$ cat config.mk
export PLATFORM = sky130hd
export DESIGN_NAME = urv_mdu
export DESIGN_NICKNAME = d
export VERILOG_FILES = /design/src/rtl/urv_mdu_pkg.sv /design/src/rtl/urv_mdu_step.sv /design/src/rtl/urv_mdu.sv
export SDC_FILE = /design/constraint.sdc
export NUM_CORES = 1
export LEC_CHECK = 0
export CAP_MARGIN = 20
export CORE_MARGIN = 4
export CORE_UTILIZATION = 50
export DETAILED_ROUTE_END_ITERATION = 16
export GPL_ROUTABILITY_DRIVEN = 0
export PLACE_DENSITY = 0.68
export REMOVE_ABC_BUFFERS = 1
export SKIP_CTS_REPAIR_TIMING = 1
export SYNTH_ARGS = -nofsm -noshare
export SYNTH_HDL_FRONTEND = slang
export SYNTH_SLANG_ARGS = --single-unit
$ cat constraint.sdc
create_clock -name clk_i -period 9.8 [get_ports clk_i]
set_clock_uncertainty 0.1 [all_clocks]
set_input_delay 1.96 -clock clk_i [delete_from_list [all_inputs] [get_ports clk_i]]
set_output_delay 1.96 -clock clk_i [all_outputs]
set_load 0.01 [all_outputs]
$ cat src/rtl/urv_mdu_pkg.sv
// Shared definitions for the uRV multiply/divide unit: funct3 codes, FSM states
// and operand-signedness helpers.
package urv_mdu_pkg;

    localparam logic [2:0] MDU_MUL    = 3'b000;
    localparam logic [2:0] MDU_MULH   = 3'b001;
    localparam logic [2:0] MDU_MULHSU = 3'b010;
    localparam logic [2:0] MDU_MULHU  = 3'b011;
    localparam logic [2:0] MDU_DIV    = 3'b100;
    localparam logic [2:0] MDU_DIVU   = 3'b101;
    localparam logic [2:0] MDU_REM    = 3'b110;
    localparam logic [2:0] MDU_REMU   = 3'b111;

    typedef enum logic [1:0] {
        MDU_IDLE = 2'd0,
        MDU_RUN  = 2'd1,
        MDU_FIX  = 2'd2,
        MDU_DONE = 2'd3
    } mdu_state_t;

    // MUL is treated as unsigned: its low product half does not depend on signedness.
    function automatic logic rs1_signed(input logic [2:0] fun);
        return (fun == MDU_MULH) || (fun == MDU_MULHSU) || (fun == MDU_DIV) || (fun == MDU_REM);
    endfunction

    function automatic logic rs2_signed(input logic [2:0] fun);
        return (fun == MDU_MULH) || (fun == MDU_DIV) || (fun == MDU_REM);
    endfunction

endpackage

$ cat src/rtl/urv_mdu_step.sv
// Combinational radix-2^g_bits_per_cycle step: restoring division or shift-add
// multiplication on a {hi, lo} register pair.
module urv_mdu_step #(
    parameter int g_xlen           = 32,
    parameter int g_bits_per_cycle = 1
) (
    input  logic              i_is_div,
    input  logic [g_xlen:0]   i_hi,
    input  logic [g_xlen-1:0] i_lo,
    input  logic [g_xlen-1:0] i_op,
    output logic [g_xlen:0]   o_hi,
    output logic [g_xlen-1:0] o_lo
);

    logic [g_xlen:0]   w_hi;
    logic [g_xlen:0]   w_sh;
    logic [g_xlen:0]   w_sum;
    logic [g_xlen-1:0] w_lo;

    // Divide: hi = partial remainder, lo = dividend shifting out / quotient shifting in.
    // Multiply: hi = accumulator, lo = multiplier shifting out / product low half shifting in.
    always_comb begin
        w_hi  = i_hi;
        w_lo  = i_lo;
        w_sh  = '0;
        w_sum = '0;
        for (int i = 0; i < g_bits_per_cycle; i++) begin
            if (i_is_div) begin
                w_sh = {w_hi[g_xlen-1:0], w_lo[g_xlen-1]};
                w_lo = {w_lo[g_xlen-2:0], 1'b0};
                if (w_sh >= {1'b0, i_op}) begin
                    w_hi    = w_sh - {1'b0, i_op};
                    w_lo[0] = 1'b1;
                end else begin
                    w_hi = w_sh;
                end
            end else begin
                w_sum = w_hi + (w_lo[0] ? {1'b0, i_op} : '0);
                w_hi  = {1'b0, w_sum[g_xlen:1]};
                w_lo  = {w_sum[0], w_lo[g_xlen-1:1]};
            end
        end
        o_hi = w_hi;
        o_lo = w_lo;
    end

endmodule

$ cat src/rtl/urv_mdu.sv
// Iterative multiply/divide unit for the uRV execute stage.
// Optional divide result cache: define URV_MDU_OPERAND_CACHE_EN.
//
// state | meaning
// IDLE  | waiting for a MUL*/DIV*/REM* in X; accept raises x_stall_req_o
// RUN   | g_bits_per_cycle engine steps per cycle, counter down to 0
// FIX   | apply signs, pick result half, load x_rd_o
// DONE  | result valid, waits for x_stall_i=0 to be consumed
module urv_mdu
    import urv_mdu_pkg::*;
#(
    parameter int g_xlen           = 32,
    parameter int g_bits_per_cycle = 1,
    parameter int g_with_mulh      = 1
) (
    input  logic              clk_i,
    input  logic              rst_n_i,
    input  logic              x_stall_i,
    input  logic              x_kill_i,
    input  logic              d_valid_i,
    input  logic              d_is_multiply_i,
    input  logic              d_is_divide_i,
    input  logic [2:0]        d_fun_i,
    input  logic [g_xlen-1:0] d_rs1_i,
    input  logic [g_xlen-1:0] d_rs2_i,
    output logic              x_stall_req_o,
    output logic              x_busy_o,
    output logic [g_xlen-1:0] x_rd_o,
    output logic              x_done_o
);

    localparam int N  = g_xlen / g_bits_per_cycle;
    localparam int CW = (N > 1) ? $clog2(N) : 1;
    localparam logic [CW-1:0]     CNT_INIT = CW'(N - 1);
    localparam logic [g_xlen-1:0] MOST_NEG = {1'b1, {(g_xlen-1){1'b0}}};

    mdu_state_t        r_state, w_next;
    logic [g_xlen:0]   r_hi;
    logic [g_xlen-1:0] r_lo;
    logic [g_xlen-1:0] r_op;
    logic [CW-1:0]     r_cnt;
    logic [2:0]        r_fun;
    logic              r_neg_q;
    logic              r_neg_r;
    logic [g_xlen-1:0] r_rd;
    logic              r_busy;
    logic              r_done;

    logic              w_accept, w_s1, w_s2, w_div0, w_ovf, w_special, w_hit;
    logic [g_xlen-1:0] w_abs1, w_abs2, w_special_rd, w_hit_rd, w_quo, w_rem, w_fix_rd;
    logic [2*g_xlen-1:0] w_prod, w_prod_s;
    logic [g_xlen:0]   w_step_hi;
    logic [g_xlen-1:0] w_step_lo;

    assign w_accept = (r_state == MDU_IDLE) & d_valid_i & (d_is_multiply_i | d_is_divide_i)
                    & ~x_kill_i & ~x_stall_i;
    assign w_s1     = rs1_signed(d_fun_i) & d_rs1_i[g_xlen-1];
    assign w_s2     = rs2_signed(d_fun_i) & d_rs2_i[g_xlen-1];
    assign w_abs1   = w_s1 ? -d_rs1_i : d_rs1_i;
    assign w_abs2   = w_s2 ? -d_rs2_i : d_rs2_i;
    assign w_div0   = d_is_divide_i & (d_rs2_i == '0);
    assign w_ovf    = d_is_divide_i & ~d_fun_i[0] & (d_rs1_i == MOST_NEG) & (&d_rs2_i);

`ifdef URV_MDU_OPERAND_CACHE_EN
    logic              r_c_valid, r_c_signed;
    logic [g_xlen-1:0] r_c_rs1, r_c_rs2, r_c_quo, r_c_rem, r_rs1, r_rs2;

    assign w_hit    = r_c_valid & d_is_divide_i & (d_rs1_i == r_c_rs1) & (d_rs2_i == r_c_rs2)
                    & (~d_fun_i[0] == r_c_signed);
    assign w_hit_rd = d_fun_i[1] ? r_c_rem : r_c_quo;
`else
    assign w_hit    = 1'b0;
    assign w_hit_rd = '0;
`endif

    assign w_special = w_hit | w_div0 | w_ovf;

    always_comb begin
        w_special_rd = '0;
        if (w_hit)
            w_special_rd = w_hit_rd;
        else if (w_div0)
            w_special_rd = d_fun_i[1] ? d_rs1_i : '1;
        else if (w_ovf)
            w_special_rd = d_fun_i[1] ? '0 : d_rs1_i;
    end

    urv_mdu_step #(
        .g_xlen           (g_xlen),
        .g_bits_per_cycle (g_bits_per_cycle)
    ) u_step (
        .i_is_div (r_fun[2]),
        .i_hi     (r_hi),
        .i_lo     (r_lo),
        .i_op     (r_op),
        .o_hi     (w_step_hi),
        .o_lo     (w_step_lo)
    );

    assign w_prod   = {r_hi[g_xlen-1:0], r_lo};
    assign w_prod_s = r_neg_q ? -w_prod : w_prod;
    assign w_quo    = r_neg_q ? -r_lo : r_lo;
    assign w_rem    = r_neg_r ? -r_hi[g_xlen-1:0] : r_hi[g_xlen-1:0];

    always_comb begin
        w_fix_rd = '0;
        case (r_fun)
            MDU_MUL:                         w_fix_rd = w_prod_s[g_xlen-1:0];
            MDU_MULH, MDU_MULHSU, MDU_MULHU: w_fix_rd = (g_with_mulh != 0) ? w_prod_s[2*g_xlen-1:g_xlen] : '0;
            MDU_DIV, MDU_DIVU:               w_fix_rd = w_quo;
            default:                         w_fix_rd = w_rem;
        endcase
    end

    always_comb begin
        w_next = r_state;
        case (r_state)
            MDU_IDLE: if (w_accept) w_next = (d_is_divide_i & w_special) ? MDU_DONE : MDU_RUN;
            MDU_RUN:  if (r_cnt == '0) w_next = MDU_FIX;
            MDU_FIX:  w_next = MDU_DONE;
            MDU_DONE: if (~x_stall_i) w_next = MDU_IDLE;
            default:  w_next = MDU_IDLE;
        endcase
        if (x_kill_i)
            w_next = MDU_IDLE;
    end

    assign x_stall_req_o = ~x_kill_i & (w_accept | (r_state == MDU_RUN) | (r_state == MDU_FIX));
    assign x_busy_o      = r_busy;
    assign x_done_o      = r_done;
    assign x_rd_o        = r_rd;

    always_ff @(posedge clk_i or negedge rst_n_i) begin
        if (!rst_n_i) begin
            r_state <= MDU_IDLE;
            r_hi    <= '0;
            r_lo    <= '0;
            r_op    <= '0;
            r_cnt   <= '0;
            r_fun   <= '0;
            r_neg_q <= 1'b0;
            r_neg_r <= 1'b0;
            r_rd    <= '0;
            r_busy  <= 1'b0;
            r_done  <= 1'b0;
        end else begin
            r_state <= w_next;
            r_busy  <= (w_next != MDU_IDLE);
            r_done  <= (w_next == MDU_DONE);
            case (r_state)
                MDU_IDLE: if (w_accept) begin
                    r_fun   <= d_fun_i;
                    r_neg_q <= w_s1 ^ w_s2;
                    r_neg_r <= w_s1;
                    r_op    <= w_abs2;
                    r_hi    <= '0;
                    r_lo    <= w_abs1;
                    r_cnt   <= CNT_INIT;
                    if (d_is_divide_i & w_special)
                        r_rd <= w_special_rd;
                end
                MDU_RUN: begin
                    r_hi  <= w_step_hi;
                    r_lo  <= w_step_lo;
                    r_cnt <= r_cnt - CW'(1);
                end
                MDU_FIX: if (~x_kill_i) r_rd <= w_fix_rd;
                default: ;
            endcase
        end
    end

`ifdef URV_MDU_OPERAND_CACHE_EN
    // Cache is refreshed whenever a divide reaches DONE, special cases included.
    always_ff @(posedge clk_i or negedge rst_n_i) begin
        if (!rst_n_i) begin
            r_c_valid  <= 1'b0;
            r_c_signed <= 1'b0;
            r_c_rs1    <= '0;
            r_c_rs2    <= '0;
            r_c_quo    <= '0;
            r_c_rem    <= '0;
            r_rs1      <= '0;
            r_rs2      <= '0;
        end else if (r_state == MDU_RUN && x_kill_i) begin
            r_c_valid <= 1'b0;
        end else if (w_accept & d_is_divide_i) begin
            r_rs1 <= d_rs1_i;
            r_rs2 <= d_rs2_i;
            if (~w_hit & (w_div0 | w_ovf)) begin
                r_c_valid  <= 1'b1;
                r_c_signed <= ~d_fun_i[0];
                r_c_rs1    <= d_rs1_i;
                r_c_rs2    <= d_rs2_i;
                r_c_quo    <= w_div0 ? '1 : d_rs1_i;
                r_c_rem    <= w_div0 ? d_rs1_i : '0;
            end
        end else if (r_state == MDU_FIX && r_fun[2] && ~x_kill_i) begin
            r_c_valid  <= 1'b1;
            r_c_signed <= ~r_fun[0];
            r_c_rs1    <= r_rs1;
            r_c_rs2    <= r_rs2;
            r_c_quo    <= w_quo;
            r_c_rem    <= w_rem;
        end
    end
`endif

endmodule

* After elaboration in Yosys (flattened, before gate mapping) *
Cells that the tools add are included.

word-level totals
  logic and storage cells = 106
  output and inout bits = 35
  input bits = 74
  flip-flop bits (word level) = 143

operators by class
  reductions and logical operators = 18
  mux-type cells = 31
  equal/unequal tests = 17
  order comparisons = 1
  bitwise logic cells = 20
  add/sub/neg operators = 8

operators by type and width
  cell                                                                    number
  32-bit 2-to-1 mux                                                       14
  32-bit negation                                                         4
  32-bit one-hot mux with 2 select lines                                  2
  33-bit 2-to-1 mux                                                       3
  32-bit one-hot mux with 3 select lines                                  1
  33-bit one-hot mux with 2 select lines                                  1
  64-bit 2-to-1 mux                                                       1
  64-bit negation                                                         1
  33-bit adder                                                            1
  33-bit by 32-bit greater-or-equal comparator with 1-bit output          1
  33-bit by 32-bit subtractor with 33-bit output                          1
  32-bit equality test (second input constant)                            1
  32-bit logical NOT                                                      1
  32-bit AND reduction                                                    1
  1-bit AND                                                               12
  3-bit equality test (second input constant)                             4
  2-bit 2-to-1 mux                                                        5
  5-bit one-hot mux with 2 select lines                                   1
  3-bit by 2-bit equality test with 1-bit output (second input constant)  3
  2-bit one-hot mux with 4 select lines                                   1
  2-bit equality test (second input constant)                             3
  3-bit by 1-bit equality test with 1-bit output (second input constant)  2
  2-bit nonzero test                                                      3
  5-bit logical NOT                                                       1
  other kinds (16)                                                        27

* Depth between registers and ports, before layout *
  depth after elaboration = 11
  mapped depth = 15
  gate-level depth less buffers = 14

* Modules after synthesis *
Synthesis repeated with hierarchy kept, for this count alone.

unflattened totals
  cell total of the unflattened synthesis = 2077
  area total of the unflattened synthesis = 15605.0 µm²

modules (own cells, without submodules)
  module        times used  sequential area each (µm²)  cells an instance  area an instance (µm²)
  urv_mdu       1           3578.4                      1388               10744.1
  urv_mdu_step  1           0.0                         689                4860.9

* Worst setup path after synthesis *
No wires, ideal clock.

  path type = input-to-reg
  start = input d_rs1_i[6]
  end = register r_rd[13], in the netlist x_rd_o[13]
  path buffers = 2
  arrival = 4.771 ns
  library setup time = 0.080 ns
  data required time = 9.620 ns
  stages on the path = 10
  path slack = 4.849 ns
  cell sequence = or4_4 or4_4 or4_4 or2_0 buf_2 o31ai_4 nand2_2 or2_0 buf_2 o211ai_2

between the ends
  longest elaborated chain between the ends = 8
  elaborated cells on any way between the ends = 12
  classes of those cells = eq/ne: 2; mux: 5; bitwise: 4; reduce/logical: 1

RTL lines
  what                                    line            RTL
  start, declared                         urv_mdu.sv:24   input logic [g_xlen-1:0] d_rs1_i,
  32-bit equality test (*)                urv_mdu.sv:62   assign w_ovf = d_is_divide_i & ~d_fun_i[0] & (d_rs1_i == MOST_NEG) & (&d_rs2_i);
  1-bit AND (*) (2 in series)             urv_mdu.sv:62
  32-bit 2-to-1 mux                       urv_mdu.sv:84   else if (w_ovf)
  32-bit 2-to-1 mux                       urv_mdu.sv:82   else if (w_div0)
  32-bit 2-to-1 mux                       urv_mdu.sv:159  if (d_is_divide_i & w_special)
  32-bit 2-to-1 mux                       urv_mdu.sv:151  MDU_IDLE: if (w_accept) begin
  32-bit one-hot mux with 2 select lines  urv_mdu.sv:150  case (r_state)
  end signal, assigned                    urv_mdu.sv:160  r_rd <= w_special_rd;
  end signal, assigned                    urv_mdu.sv:167  MDU_FIX: if (~x_kill_i) r_rd <= w_fix_rd;
  end, declared                           urv_mdu.sv:45   logic [g_xlen-1:0] r_rd;

Every way passes the cells marked *; elsewhere a longest branch is shown, timed or not. The select of a mux whose other input is x is not followed.
A chain may end at the register's enable or synchronous reset.

* Final worst setup path *
  start = input d_is_divide_i
  end = output x_stall_req_o

between the ends
  longest elaborated chain between the ends = 7

RTL lines
  what                            line            RTL
  start, declared                 urv_mdu.sv:22   input logic d_is_divide_i,
  1-bit bitwise OR                urv_mdu.sv:55   assign w_accept = (r_state == MDU_IDLE) & d_valid_i & (d_is_multiply_i | d_is_divide_i)
  1-bit AND                       urv_mdu.sv:55
  1-bit AND (2 in series)         urv_mdu.sv:56   & ~x_kill_i & ~x_stall_i;
  1-bit bitwise OR (2 in series)  urv_mdu.sv:128  assign x_stall_req_o = ~x_kill_i & (w_accept | (r_state == MDU_RUN) | (r_state == MDU_FIX));
  1-bit AND                       urv_mdu.sv:128
  end, declared                   urv_mdu.sv:26   output logic x_stall_req_o,

Every way passes these cells.

==> results.md <==
- Status: complete, no violations
- Synth warnings: 0
- Post-layout min period: 6.154 ns
- Mapped cell area: 14270 µm²
- Number of violations reported at the end of detailed-routing iteration 0: 1397
- Hold slack: 0.3780 ns
- Final count of negative-setup-slack endpoints: 0
- Via count: 14310
- Number of global-route vias before repair: 13500
- Routed wire length: approximately 45000 µm
- Leading register cell type out of synthesis: dfrtp_1
- Die height: 176.9 µm
- Required time of the critical path: 7.74 ns
- Ratio of cells with drive above 1 in the final layout: 0.04524
- Met3 layer wire length in the routed design: 3308 µm
- Most frequent cell after synthesis: nand2_1
- Fin Setup TNS: 0 ns
- Cell types occupying the most area after synthesis: dfrtp_1 25%, o21ai_0 7.3%, ha_1 6.1%
- Port-buffer cells: 108
- Chip width: 176.9 µm
- P_leak: between 6 and 7 nW
- Slew at the pin with the worst max-slew slack: 1.230 ns
- Category of the worst setup path launch point: input pin
- CTS tree: yes
- Fraction of the cycle the final worst path needs: 0.6279
- Clock H-tree levels: 4
- PnR worst setup slack: between 3 and 4 ns
- Clock-pin slew reported for the worst setup and hold paths after clock tree synthesis: 0.07 ns
- CTS Root Buffer Type: clkbuf_16
- Ratio of routed vias to standard cells: just over 6
- Synth cell count leaders: 221 x nand2_1, 209 x o21ai_0, 165 x nor2_1
- Total congestion overflow after global routing: 0
- Type of the setup path with the least slack: in2out
- Starting density of the core: 0.5107
- Average footprint of a synthesized cell: between 7 and 8 µm²
- Number of enable flip-flop cells after synthesis: 0
- Cell variety after synth: between 70 and 80
- Met2 wire length: 20990 µm
- Sum of internal, switching and leakage power: between 4 and 5 mW
- Number of antenna violations at the first check in global routing: 1
- Total power per unit cell area: 275.6 nW/µm²
- Routed length on met1: 19870 µm
- Cell chain of the critical path: clkdlybuf4s50_1 > nor2_1 > nor3b_1 > nor3_1 > a211oi_1 > clkdlybuf4s50_1
- Longest Clk Path Bufs: 2
- IO Count: 109
- Die area: 31300 µm²
- Overall global routing resource usage: 0.2878
- Max-slew violations: 0
- Count of antenna diodes in the layout: 0
- Final core occ: 0.5751
- Slew margin rel.: 0.1727
- Peak fanout along the critical path: 4
- Final HPWL DP: 34040 µm
- Proportion of netlist area held by the largest area contributor: 0.2508
- Synthesized flop and latch total: roughly 140
- Area inside the core boundary: 27930 µm²
- Post-synth ARST share: 1.000
- Sequential fraction of the synthesis area: 0.2508
- Wirelength per Cell: 19.72 µm
- Clock Latency Late Sink: approximately 0.45 ns
- Hold Vio Cnt, Final: 0
- Largest net degree at the start of global routing: 78
- Top routing layer in use: met5
- Unrepaired setup endpoints after global routing: no
- Cell with the largest stage delay on the worst path: clkdlybuf4s50_1
- Endpoint class of the critical path: output port
- Max frequency: 162.5 MHz
- Arrival @ worst endpoint: 4.09 ns
- Class of the worst hold path: reg2reg
- Post-detailed-route DRC marker count: 0
- First-pass GRT wire length: 72770 µm
- Number of nets in the finished design: approximately 2000
- Post-placement setup slack: 3.511 ns
- CTS buffer count: 17
- Cell taking the most area after synthesis: dfrtp_1
- Cell count after synthesis: 1892
- First-pass DRT Iterations: 5
- Synthesis-to-finish area growth: 12.60%
- Most frequent cell on the critical path: clkdlybuf4s50_1
- Count of standard-cell rows: 61
- Number of maximum-capacitance constraint violations: 0
- Post-DRT Antenna Nets: 0
- Biggest cell delay along the critical path: about 0.62 ns
- Max VDD drop: 0.1391 mV
- Clk sink count: 143
[report_power, final]
part | internal, mW | switching [mW]
clock | 0.335 | 0.293
sequential | 0.753 | 0.349
combinational | 1.12 | 1.57
total | 2.21 | 2.22
[layout make-up]
type / count / area, µm²
Clock buffer: 19 / 442.9
Tap cell: 378 / 473.0
Fill cell: 2663 / 11870
Multi-Input combinational cell: 1547 / 9928
Clock inverter: 13 / 105.1
Sequential cell: 143 / 3581
Inverter: 72 / 270.3
Timing Repair Buffer: 129 / 1264
[worst paths after layout]
kind                                from            end  slack (ns)  depth (start not counted)
setup / recovery           d_is_divide_i  x_stall_req_o        3.65                          6
hold / removal                  r_op[27]       r_op[27]        0.38                          2
setup reg to reg                 r_lo[0]       r_hi[27]        5.00                         13
hold reg to reg                 r_op[27]       r_op[27]        0.38                          2
max in group asynchronous        rst_n_i        r_neg_q        7.18                          3
min in group asynchronous        rst_n_i        r_lo[7]        1.40                          1
[through the flow]
step	cells	cell area [µm²]
6_report	2301	16060
3_3_place_gp	2266	15470
2_1_floorplan	1762	13770
5_1_grt	2301	16060
3_5_place_dp	2266	15470
4_1_cts	2298	16020
[kinds of logic after synthesis]
group / after synthesis / share of synthesized area
muxes: 59 / 0.04183
xor gates and xnor gates: 188 / 0.1154
adders and majority gates: 72 / 0.06420
DFF: 143 / 0.2508
and+or+nand+nor: 611 / 0.2012
AOI/OAI and AO/OA: 617 / 0.2725
buffers and inverters: 202 / 0.05402
[sequential cells by signal, indices dropped and copies added (netlist names), 2 cells and up]
signal / count
r_op: 32
r_state: 2
r_hi: 33
x_rd_o: 32
r_cnt: 5
r_lo: 32
r_fun: 3
[metal layers]
layer | GRT usage | vias up
li1 | - | 6876
met1 | 0.3990 | 6725
met2 | 0.4755 | 629
met3 | 0.02948 | 80
met4 | 0.09026 | 2
met5 | 0 | -
[worst max-delay path, delay by kind of cell]
kind            cells  cell delay, ns
buf+inv             2            1.22
simple gates        3            0.65
compound gates      1            0.27
[cells in the final DEF (no fill, tap or decap), types with 32 or more instances in the layout]
cell type        netlist  routed
o31ai_1               32      32
xnor2_1               95      95
inv_1                 71      71
a21oi_1              117     117
nand3_1               36      36
ha_1                  70      70
nand2_1              221     219
xor2_1                93      93
o211ai_1              36      36
o21ai_0              209     209
dfrtp_1              143     141
a21o_1                37      37
nor2_1               165     164
mux2i_1               54      54
clkdlybuf4s50_1        0     107
Power figures use the tool's default switching activity.
